**src/rtl/gcd_sched_pkg.sv**
```systemverilog
// Shared definitions for the round-robin GCD scheduler.
//   state_t     : scheduler FSM states
//   DEF_W       : default operand/result width
//   DEF_TIMEOUT : default watchdog limit in WAIT cycles
//   id_width()  : bits needed to encode a requester index (at least 1)
package gcd_sched_pkg;

  typedef enum logic [1:0] {IDLE, LAUNCH, WAIT, RESP} state_t;

  localparam int DEF_W       = 16;
  localparam int DEF_TIMEOUT = 70000;

  function automatic int id_width(input int n);
    return (n > 1) ? $clog2(n) : 1;
  endfunction

endpackage

```
**src/rtl/gcd_rr_scheduler_arb.sv**
```systemverilog
// Round-robin arbiter: combinational, stateless.
//   valid : per-requester request valid
//   ptr   : highest-priority index this cycle (0..N-1)
//   grant : one-hot grant, zero when nothing is valid
//   idx   : encoded index of the granted requester
//   any   : at least one requester is valid
module rr_arbiter
  import gcd_sched_pkg::*;
#(
  parameter int N  = 4,
  parameter int IW = id_width(N)
) (
  input  logic [N-1:0]  valid,
  input  logic [IW-1:0] ptr,
  output logic [N-1:0]  grant,
  output logic [IW-1:0] idx,
  output logic          any
);

  // One extra bit so ptr+off cannot overflow before the explicit wrap at N.
  logic [IW:0] cand;

  always_comb begin
    grant = '0;
    idx   = '0;
    any   = 1'b0;
    cand  = '0;
    for (int off = 0; off < N; off++) begin
      cand = {1'b0, ptr} + (IW+1)'(off);
      if (cand >= (IW+1)'(N)) cand = cand - (IW+1)'(N);
      if (!any && valid[cand[IW-1:0]]) begin
        any = 1'b1;
        idx = cand[IW-1:0];
      end
    end
    if (any) grant = N'(1) << idx;
  end

endmodule

```
**src/rtl/gcd_rr_scheduler.sv**
```systemverilog
// Shares one GCDInner datapath between N requesters with round-robin
// arbitration and a watchdog that aborts jobs that never converge.
//   clock, reset          : rising-edge clock, synchronous active-low reset
//   req_valid/ready/a/b   : per-requester request channels (slice i*W +: W)
//   rsp_valid/ready       : response handshake
//   rsp_id/z/err          : owner, result (0 on error), watchdog abort flag
//   gcd_a/b/e             : operands and one-cycle load pulse to GCDInner
//   gcd_z/v               : GCDInner result and result-valid level
//   busy                  : scheduler not in IDLE
module gcd_rr_scheduler
  import gcd_sched_pkg::*;
#(
  parameter int N       = 4,
  parameter int W       = DEF_W,
  parameter int TIMEOUT = DEF_TIMEOUT
) (
  input  logic                   clock,
  input  logic                   reset,
  input  logic [N-1:0]           req_valid,
  output logic [N-1:0]           req_ready,
  input  logic [N*W-1:0]         req_a,
  input  logic [N*W-1:0]         req_b,
  output logic                   rsp_valid,
  input  logic                   rsp_ready,
  output logic [id_width(N)-1:0] rsp_id,
  output logic [W-1:0]           rsp_z,
  output logic                   rsp_err,
  output logic [W-1:0]           gcd_a,
  output logic [W-1:0]           gcd_b,
  output logic                   gcd_e,
  input  logic [W-1:0]           gcd_z,
  input  logic                   gcd_v,
  output logic                   busy
);

  localparam int IW  = id_width(N);
  localparam int WDW = $clog2(TIMEOUT + 1);

  state_t         state, state_n;
  logic [IW-1:0]  rr_ptr;
  logic [IW-1:0]  grant_idx;
  logic [N-1:0]   grant;
  logic           grant_any;
  logic [WDW-1:0] watchdog;
  logic           wd_expired;

  rr_arbiter #(.N(N), .IW(IW)) u_arb (
    .valid (req_valid),
    .ptr   (rr_ptr),
    .grant (grant),
    .idx   (grant_idx),
    .any   (grant_any)
  );

  assign req_ready  = (state == IDLE) ? grant : '0;
  assign gcd_e      = (state == LAUNCH);
  assign busy       = (state != IDLE);
  assign wd_expired = (watchdog == WDW'(TIMEOUT - 1));

  always_comb begin
    state_n = state;
    case (state)
      IDLE:    if (grant_any) state_n = LAUNCH;
      LAUNCH:  state_n = WAIT;
      // gcd_v is only looked at here, so a level left over from the
      // previous job (visible during LAUNCH) can never complete this one.
      WAIT:    if (gcd_v || wd_expired) state_n = RESP;
      RESP:    if (rsp_ready) state_n = IDLE;
      default: state_n = IDLE;
    endcase
  end

  always_ff @(posedge clock) begin
    if (!reset) begin
      state     <= IDLE;
      rr_ptr    <= '0;
      rsp_valid <= 1'b0;
      rsp_err   <= 1'b0;
      rsp_z     <= '0;
      rsp_id    <= '0;
      gcd_a     <= '0;
      gcd_b     <= '0;
      watchdog  <= '0;
    end else begin
      state <= state_n;
      case (state)
        IDLE: if (grant_any) begin
          gcd_a  <= req_a[int'(grant_idx)*W +: W];
          gcd_b  <= req_b[int'(grant_idx)*W +: W];
          rsp_id <= grant_idx;
          rr_ptr <= (grant_idx == IW'(N - 1)) ? '0 : grant_idx + IW'(1);
        end
        LAUNCH: watchdog <= '0;
        WAIT: begin
          // Result beats the watchdog when both happen in the same cycle.
          if (gcd_v) begin
            rsp_z     <= gcd_z;
            rsp_err   <= 1'b0;
            rsp_valid <= 1'b1;
          end else if (wd_expired) begin
            rsp_z     <= '0;
            rsp_err   <= 1'b1;
            rsp_valid <= 1'b1;
          end else if (watchdog != {WDW{1'b1}}) begin
            watchdog <= watchdog + WDW'(1);
          end
        end
        RESP: if (rsp_ready) rsp_valid <= 1'b0;
        default: ;
      endcase
    end
  end

endmodule

```
**config.mk**
```make
export PLATFORM = sky130hd
export DESIGN_NAME = gcd_rr_scheduler
export DESIGN_NICKNAME = d
export VERILOG_FILES = /design/src/rtl/gcd_sched_pkg.sv /design/src/rtl/gcd_rr_scheduler_arb.sv /design/src/rtl/gcd_rr_scheduler.sv
export SDC_FILE = /design/constraint.sdc
export NUM_CORES = 1
export LEC_CHECK = 0
export CAP_MARGIN = 10
export CORE_AREA = 2 2 109 111
export CTS_CLUSTER_DIAMETER = 80
export DETAILED_ROUTE_END_ITERATION = 7
export DIE_AREA = 0 0 111 113
export PLACE_DENSITY = 0.77
export SYNTH_ARGS = -nofsm -noshare
export SYNTH_HDL_FRONTEND = slang
export SYNTH_SLANG_ARGS = --single-unit
```
**constraint.sdc**
```tcl
create_clock -name clock -period 2.4 [get_ports clock]
set_input_delay 0.48 -clock clock [delete_from_list [all_inputs] [get_ports clock]]
set_output_delay 0.48 -clock clock [all_outputs]
set_load 0.01 [all_outputs]
```
---- After elaboration in Yosys (flattened, before gate mapping) ----
Cells that the tools add are included.
operators by class
  $add $sub $neg .......................... 9
  multiply operators ...................... 0
  div/mod/pow operators ................... 0
  magnitude comparators ................... 8
  eq/ne operators ......................... 13
  shifts and indexed selects .............. 3
  multiplexer cells ....................... 38
  bitwise logic cells ..................... 0
  reductions and logical operators ........ 17
operators with widths
  kind                   count
  $shiftx 64x7->16       2
  $mux 17                3
  $pmux 17 s2            1
  $mux 16                2
  $mux 2                 12
  $add 17x1->17 const B  1
  $eq 17x17->1 const B   1
  $ne 17x17->1 const B   1
  $lt 2x3->1 const B     4
  $mux 1                 12
  $ne 2x2->1 const B     6
  $ge 3x3->1 const B     3
  $bmux 1 s2             4
  $mux 4                 2
  $pmux 2 s4             1
  $reduce_bool 2->1      4
  $sub 2x1->2 const B    4
  $add 2x2->3 const B    2
  $eq 2x2->1 const B     3
  $reduce_and 3->1       2
  $reduce_and 2->1       2
  $reduce_and 4->1       1
  $shl 1x2->4 const A    1
  $add 2x1->3 const B    1
  9 further kinds        13
storage, ports and cells
  bits in registers ....................... 73
  latch bits .............................. 0
  bits in writable memories ............... 0
  memory bits (read-only) ................. 0
  input port bits ......................... 152
  word-level logic and storage cells ...... 97
  memories ................................ 0

---- Logic depth before layout (Yosys ltp) ----
Gate-level depths: netlist of run 1.
  depth after elaboration ................. 17
  depth in mapped cells ................... 11
  mapped depth without buffers ............ 9

---- Modules after synthesis ----
Synthesis of run 1 repeated with hierarchy kept, for this count alone.
unflattened totals
  cell total of the unflattened synthesis .. 424
  area, all modules ....................... 3953.8 µm²
by module, submodules not included
  module            times used  cells an instance  area each (µm²)
  gcd_rr_scheduler  1           392                3771.1
  rr_arbiter        1           32                 182.7

---- Least setup slack after synthesis of run 1 ----
OpenSTA, ideal clock, no wires.
  kind .................................... register -> register
  start ................................... register watchdog[0]
  end ..................................... register watchdog[7]
  arrival time ............................ 2.189 ns
  data required time ...................... 2.272 ns
  slack ................................... 0.083 ns
  cell stages (with the launch flop) ...... 12
  path buffers ............................ 2
  cells stage by stage .................... dfxtp_1 -> ha_1 -> and2_1 -> clkbuf_1 -> and4_1 -> ha_1 -> nor3b_4 -> and4_1 -> buf_4 -> nand4_1 -> xnor2_1 -> nor2_1
between the ends
  cells in the longest elaborated chain, start to end .. 5
  elaborated cells on any way between the ends .. 10
ends and longest elaborated chain
  item                    RTL line                 source
  from (decl)             gcd_rr_scheduler.sv:44   logic [WDW-1:0] watchdog;
  from (signal assigned)  gcd_rr_scheduler.sv:105  watchdog <= watchdog + WDW'(1);
  $add 17x1->17           gcd_rr_scheduler.sv:105
  $mux 17                 gcd_rr_scheduler.sv:104  end else if (watchdog != {WDW{1'b1}}) begin
  $mux 17                 gcd_rr_scheduler.sv:100  end else if (wd_expired) begin
  $mux 17                 gcd_rr_scheduler.sv:96   if (gcd_v) begin
  $pmux 17 s2             gcd_rr_scheduler.sv:86   case (state)
Several ways; a longest one is shown, not always the timed one. The select of a mux whose other input is x is not followed.
A chain may end at the register's enable or synchronous reset.

---- Final worst setup path of run 1 ----
  start ................................... input port req_valid[1]
  end ..................................... output port req_ready[3]
between the ends
  cells in the longest elaborated chain, start to end .. 15
  elaborated cells on any way between the ends .. 25
ends and longest elaborated chain
  item                          RTL line                    source
  from (decl)                   gcd_rr_scheduler.sv:19      input logic [N-1:0] req_valid,
  $bmux 1 s2                    gcd_rr_scheduler_arb.sv:31  if (!any && valid[cand[IW-1:0]]) begin
  $mux 1 (not written as such)  gcd_rr_scheduler_arb.sv:31
  $mux 1                        gcd_rr_scheduler_arb.sv:31
  $logic_not 1->1               gcd_rr_scheduler_arb.sv:31
  $logic_and 1x1->1             gcd_rr_scheduler_arb.sv:31
  $mux 1                        gcd_rr_scheduler_arb.sv:31
  $logic_not 1->1               gcd_rr_scheduler_arb.sv:31
  $logic_and 1x1->1             gcd_rr_scheduler_arb.sv:31
  $mux 1                        gcd_rr_scheduler_arb.sv:31
  $logic_not 1->1               gcd_rr_scheduler_arb.sv:31
  $logic_and 1x1->1             gcd_rr_scheduler_arb.sv:31
  $mux 2                        gcd_rr_scheduler_arb.sv:31
  $shl 1x2->4                   gcd_rr_scheduler_arb.sv:36  if (any) grant = N'(1) << idx;
  $mux 4 (*)                    gcd_rr_scheduler_arb.sv:36
  $mux 4 (*)                    gcd_rr_scheduler.sv:55      assign req_ready = (state == IDLE) ? grant : '0;
  to (decl)                     gcd_rr_scheduler.sv:20      output logic [N-1:0] req_ready,
Mark *: on every way between the ends. The rest lies on a longest branch, timed or not. The select of a mux whose other input is x is not followed.

==> results_dict.tcl, run 1 <==
set metrics [dict create \
    holdPathStages 2 \
    cts_buffers 9 \
    synthDistinctLibCells 47 \
    fill_cells 978 \
    p_per_area_nw_per_um2 943 \
    setup_ws_ns 0.0610 \
    dpl_worst_slack_ns -0.455 \
    setup_viol 0 \
    crit_chain "dlygate4sd2_1, or4_4, buf_6, and3_1, clkdlybuf4s15_2" \
    clkTransAtPathRegs_ns 0.06 \
    start_kind "input pin" \
    vias_per_cell 5.05 \
    place_inst 748 \
    avgSynthCellArea_um2 10.0 \
    syn_nets 558 \
    yosysWarnings 0 \
    first_pass_iters 4 \
    synth_seq_area_share_pct 36.6 \
    p_leak_nw 2.60 \
    grt_use_met1_pct 22.3 \
    multi_input_area_um2 2280 \
    top_usage_layer "met2" \
    netlist_top_cells_area "dfxtp_1 (37%), mux2i_1 (16%), o221ai_1 (4.6%)" \
    synth_edf_count 0 \
    port_buffers 209 \
    antenna_left 0 \
    finalNetCount 776 \
    cts.path.max_buffers 2 \
    rows 39 \
    p_sw_w 0.00203 \
    die_area_um2 12500 \
    skew_ns 0.00827 \
    globalplace.congestion 0.903 \
    hold_viol 0 \
    hold_class "flip-flop to flip-flop" \
    die_h_um 113 \
    clock_latency_ns 0.33 \
    routed_wl_um 12400 \
    grt_max_degree 44 \
    cts_tree "done" \
    core-area_um2 11300 \
    peakVddDrop_uv 530 \
    combPwrFrac_pct 45.2 \
    drive_gt1_share_pct 15.6 \
    groute.usage.overall_pct 19.6 \
    tightest_slew_ns 0.671 \
    drv_slew 0 \
    path_buf_inv 3 \
    cpMaxStageDelayCell "or4_4" \
    synthCells 399 \
    min_to "rsp_id[0]" \
    required_ns 1.92 \
    period_share_pct 97.5 \
    hp-start "rsp_id[0]" \
    grt_use_met3_pct 5.57 \
    p_seq_share_pct 28.7 \
    gr-usage-met2_pct 35.8 \
    gr-total-overflow 0 \
    clock-root-buffer "clkbuf_16" \
    die_x_um 111 \
    p_clk_share_pct 26.1 \
    syn2layout_area_growth_pct 66.9 \
    r2r_setup_slack_ns 0.14 \
    synth_seq_cells 73 \
    post-synth-top-count-cell "dfxtp_1" \
    ys_async_sr_fraction_pct 0 \
    synth_top_area_share_pct 36.6 \
    cp_top_family "simple AND/OR/NAND/NOR gates" \
    ff2ff_path_depth 9 \
    diodes 0 \
    criticalPathCategory "input pin to primary output" \
    p_sw_share_pct 32.3 \
    yosys_most_used_dff "dfxtp_1" \
    routedWlPerCell_um 16.2 \
    drc 0 \
    drv_cap 0 \
    crit_fanout 4 \
    timing.fmax_mhz 428 \
    grt_pass1_vias 3990 \
    setup.worst_path.end_class "primary output" \
    dpl.hpwl_um 9790 \
    cp.arrival_ns 1.86 \
    grt_pass1_wl_um 19900 \
    regToRegStartpoint "watchdog[0]" \
    synth_top_area_cell "dfxtp_1" \
    fin_cells 765 \
    clock-sinks 73 \
    initial_utilization_pct 35.4 \
    syn_area_um2 3990 \
    reg2reg_to "watchdog[9]" \
    max_stage_delay_ns 0.55 \
    internal-power_w 0.00425 \
    htree_levels 3 \
    outcome "completed" \
    register_area_um2 1470 \
    fin_crit_ns 2.34 \
    vias 3861 \
    max-slew-margin-rel_pct 55.0 \
    synth_commonest_cells "dfxtp_1 (73), mux2i_1 (65), nand2_1 (30)" \
    antenna_found_initial 0 \
    drtIter0Drc 111 \
    ios 210 \
    rsz0062_at_grt "false" \
]
## layer usage
layer	vias to the layer above	share of wire (%)
met5	-	0
met4	0	1.3
met3	8	6.1
met2	148	51
met1	1792	41
li1	1913	-
## worst register-to-register path, stage by stage, from the launching register on
cell and delay, ns:
dfxtp_1 0.33, ha_1 0.24, and2_1 0.18, and4_1 0.21
ha_1 0.22, nor3b_4 0.21, and4_2 0.35, nand4_1 0.15
xor2_1 0.18, nor2_1 0.06
## layout by cell type, fill, tap and decap left out, drive strengths merged, types with 3 or more instances in the layout
cell type and n:
mux2i 65, buf 25, clkinv 3, nand2 53, and2 5, nor2 26, nand3 8, xnor2 3
nor3 3, nand2b 4, a21oi 7, and3 5, a21boi 3, clkdlybuf4s50 200, and4 4, nand4 14
o221ai 32, o21ai 7, clkbuf 12, inv 9, dfxtp 73, bufinv 4, a22o 16, ha 7
xor2 11
## worst max path at each step
stage | slack [ns] | depth (start not counted) | to | start
3_3_place_gp | -0.41 | 6 | req_ready[0] | req_valid[1]
2_1_floorplan | 0.08 | 11 | watchdog[7] | watchdog[0]
3_5_place_dp | -0.45 | 8 | req_ready[3] | req_valid[0]
5_1_grt | 0.009 | 9 | watchdog[13] | watchdog[0]
4_1_cts | 0.003 | 7 | req_ready[3] | req_valid[3]
6_report | 0.06 | 5 | req_ready[3] | req_valid[1]
## flip-flops by register name, indices dropped and copies added (netlist names)
signal     count
gcd_a         16
rsp_id         2
watchdog      17
rr_ptr         2
rsp_err        1
rsp_z         16
rsp_valid      1
state          2
gcd_b         16
## kinds of logic after synthesis
family	after synthesis	share of synthesized area, %
simple gates	133	18.7
fa+ha+maj	7	2.19
compound gates	71	16.1
buf+inv	36	6.99
flops	73	36.6
mux	65	16.3
xor+xnor	14	3.07
## power groups by stage
stage	Clock (W)	Combinational [W]	Sequential, W
detailed placement	0	0.00284	0.00181
finish	0.00164	0.00284	0.00180
CTS	0.00168	0.00285	0.00179
floorplan	0	0.00143	0.00193
global route	0.00173	0.00304	0.00184
global placement	0	0.00279	0.00179
## metrics by stage
step	total power (W)	hold WS (ns)	TNS (ns)	utilization, %	cell area, um^2
finish	0.00628	0.460	0	59.1	6660
global route	0.00661	0.491	0	59.1	6660
CTS	0.00632	0.466	0	58.8	6630
detailed placement	0.00465	0.452	-4.71	55.5	6250
global placement	0.00458	0.447	-2.93	55.5	6250
floorplan	0.00336	0.462	0	-	3990
## what timing repair did
action,4_1_cts,5_1_grt
buffers inserted,0,1
endpoints found under the setup margin,4,9
resized for setup,16,15
pin swaps,1,2
hold buffers,0,0
## final cells by class
cell class | count | area share (%)
clock inverter | 7 | 2.14
tap | 143 | 2.69
timing repair buffer | 234 | 34.9
multi-input combinational | 290 | 34.3
clock buffer | 9 | 3.38
sequential | 73 | 22.0
inverter | 9 | 0.507
No activity file was read; power rests on OpenSTA's default activity.
==> inputs of run 2 (changes only) <==
--- a/config.mk
+++ b/config.mk
@@ -5,7 +5,7 @@
 export SDC_FILE = /design/constraint.sdc
 export NUM_CORES = 1
 export LEC_CHECK = 0
-export CAP_MARGIN = 10
+export CAP_MARGIN = 20
 export CORE_AREA = 2 2 109 111
 export CTS_CLUSTER_DIAMETER = 80
 export DETAILED_ROUTE_END_ITERATION = 7
==> results of run 2 <==
Same layout as run 1: the final DEF is identical, and so are final timing and power.
==> inputs of run 3 (changes only) <==
--- a/config.mk
+++ b/config.mk
@@ -10,6 +10,7 @@
 export CTS_CLUSTER_DIAMETER = 80
 export DETAILED_ROUTE_END_ITERATION = 7
 export DIE_AREA = 0 0 111 113
+export MAX_ROUTING_LAYER = met4
 export PLACE_DENSITY = 0.77
 export SYNTH_ARGS = -nofsm -noshare
 export SYNTH_HDL_FRONTEND = slang
==> results_dict.tcl, run 3 (synthesized netlist as in run 1, its figures left out) <==
set metrics [dict create \
    initial_utilization_pct 35.4 \
    design_area_um2 6580 \
    multi_input_area_um2 2260 \
    clock-sinks 73 \
    vias_per_cell 5.12 \
    clock_latency_ns 0.32 \
    p_per_area_nw_per_um2 903 \
    cts_tree "done" \
    placed_cell_area_um2 6280 \
    clock-root-buffer "clkbuf_16" \
    core-area_um2 11300 \
    drive_gt1_share_pct 15.2 \
    final_cell_mix "clkdlybuf4s50_1 (200), dfxtp_1 (72), mux2i_1 (65), nand2_1 (30), nor2_1 (25)" \
    max-slew-margin-rel_pct 56.4 \
    grt_max_degree 63 \
    setup_viol 0 \
    cp.arrival_ns 1.80 \
    clkTransAtPathRegs_ns 0.05 \
    die_x_um 111 \
    antenna_left 0 \
    start_kind "input pin" \
    top_register "watchdog" \
    first_pass_iters 4 \
    outcome "completed" \
    port_buffers 209 \
    routed_wl_um 12700 \
    required_ns 1.92 \
    routedWlPerCell_um 16.5 \
    criticalPathCategory "input pin to primary output" \
    hold_viol 0 \
    grt_pass1_wl_um 20200 \
    drv_cap 0 \
    syn2layout_area_growth_pct 65.0 \
    crit_fanout 2 \
    vias 3940 \
    drtIter0Drc 162 \
    fin_crit_ns 2.28 \
    drc 0 \
    cts_buffers 9 \
    groute.usage.overall_pct 20.5 \
    peakVddDrop_uv 540 \
    tightest_slew_ns 0.651 \
    post-route-util_pct 58.4 \
    ff2ff_path_depth 9 \
    cts.path.max_buffers 2 \
    htree_levels 3 \
    dpl.hpwl_um 9930 \
    diodes 0 \
    layout_commonest_cell "clkdlybuf4s50_1" \
    die_area_um2 12500 \
    cts.hold.buffers_added 0 \
    ios 210 \
    register_area_um2 1460 \
    holdPathStages 2 \
    p_leak_nw 2.58 \
    globalplace.congestion 0.880 \
    grt_pass1_vias 4069 \
    timing.fmax_mhz 439 \
    hold_class "flip-flop to flip-flop" \
    fill_cells 984 \
    setup.worst_path.end_class "primary output" \
    gr-total-overflow 0 \
    antenna_found_initial 0 \
    die_h_um 113 \
    period_share_pct 94.9 \
    total_power_w 0.00594 \
    drv_slew 0 \
    rows 39 \
    rsz0062_at_grt "false" \
    largest_reg_flops 17 \
    skew_ns 0.00527 \
    finalNetCount 780 \
]
## run 3: changes by cell type in the layout (fill, tap and decap cells not counted), moves of 3 or more
cell | before | now
buf_4 | 19 | 24
bufinv_16 | 4 | 1
clkbuf_1 | 0 | 3
clkbuf_2 | 3 | 0
## run 3: worst paths after layout
kind,to,startpoint,slack [ns]
max,req_ready[3],req_valid[3],0.12
min,gcd_a[3],gcd_a[3],0.46
max reg2reg,watchdog[5],watchdog[0],0.17
min reg2reg,gcd_a[3],gcd_a[3],0.46
## run 3: timing repair
item / in CTS / in global routing
pin swaps: 2 / 0
setup endpoints to repair: 4 / 3
resized for setup: 21 / 4
buffers inserted: 1 / 0
## run 3: where the power goes
part           internal [W]  total, W  switching, W
Combinational       0.00156   0.00284       0.00128
Clock              0.000831   0.00132      0.000487
Sequential          0.00156   0.00178      0.000225
## run 3: final cells by class
class                      instances  area share, %
timing repair buffer             238           35.8
multi-input combinational        290           34.4
sequential                        73           22.2
clock buffer                      13           3.80
tap                              143           2.72
clock inverter                     3          0.608
inverter                           9          0.513
## run 3: per-stage QoR
step / TNS (ns) / cells / setup slack (ns) / hold slack (ns)
final: 0 / 769 / 0.122 / 0.461
after global placement: -3.02 / 752 / -0.413 / 0.445
after global routing: 0 / 769 / 0.0120 / 0.496
after CTS: 0 / 769 / 0.0358 / 0.467
after floorplan: 0 / 399 / 0.0834 / 0.462
after detailed placement: -5.68 / 752 / -0.471 / 0.450
## run 3: per-layer routing
layer  global-route usage [%]  routed length [um]
met2                     37.0                6650
met1                     22.6                5070
met5                        -                   0
met3                     4.50                 818
met4                     6.25                 116
## run 3: worst max-delay path, stage by stage
cell	delay [ns]
dlygate4sd2_1	0.25
or4_4	0.55
buf_6	0.13
and3_1	0.16
clkdlybuf4s15_2	0.22
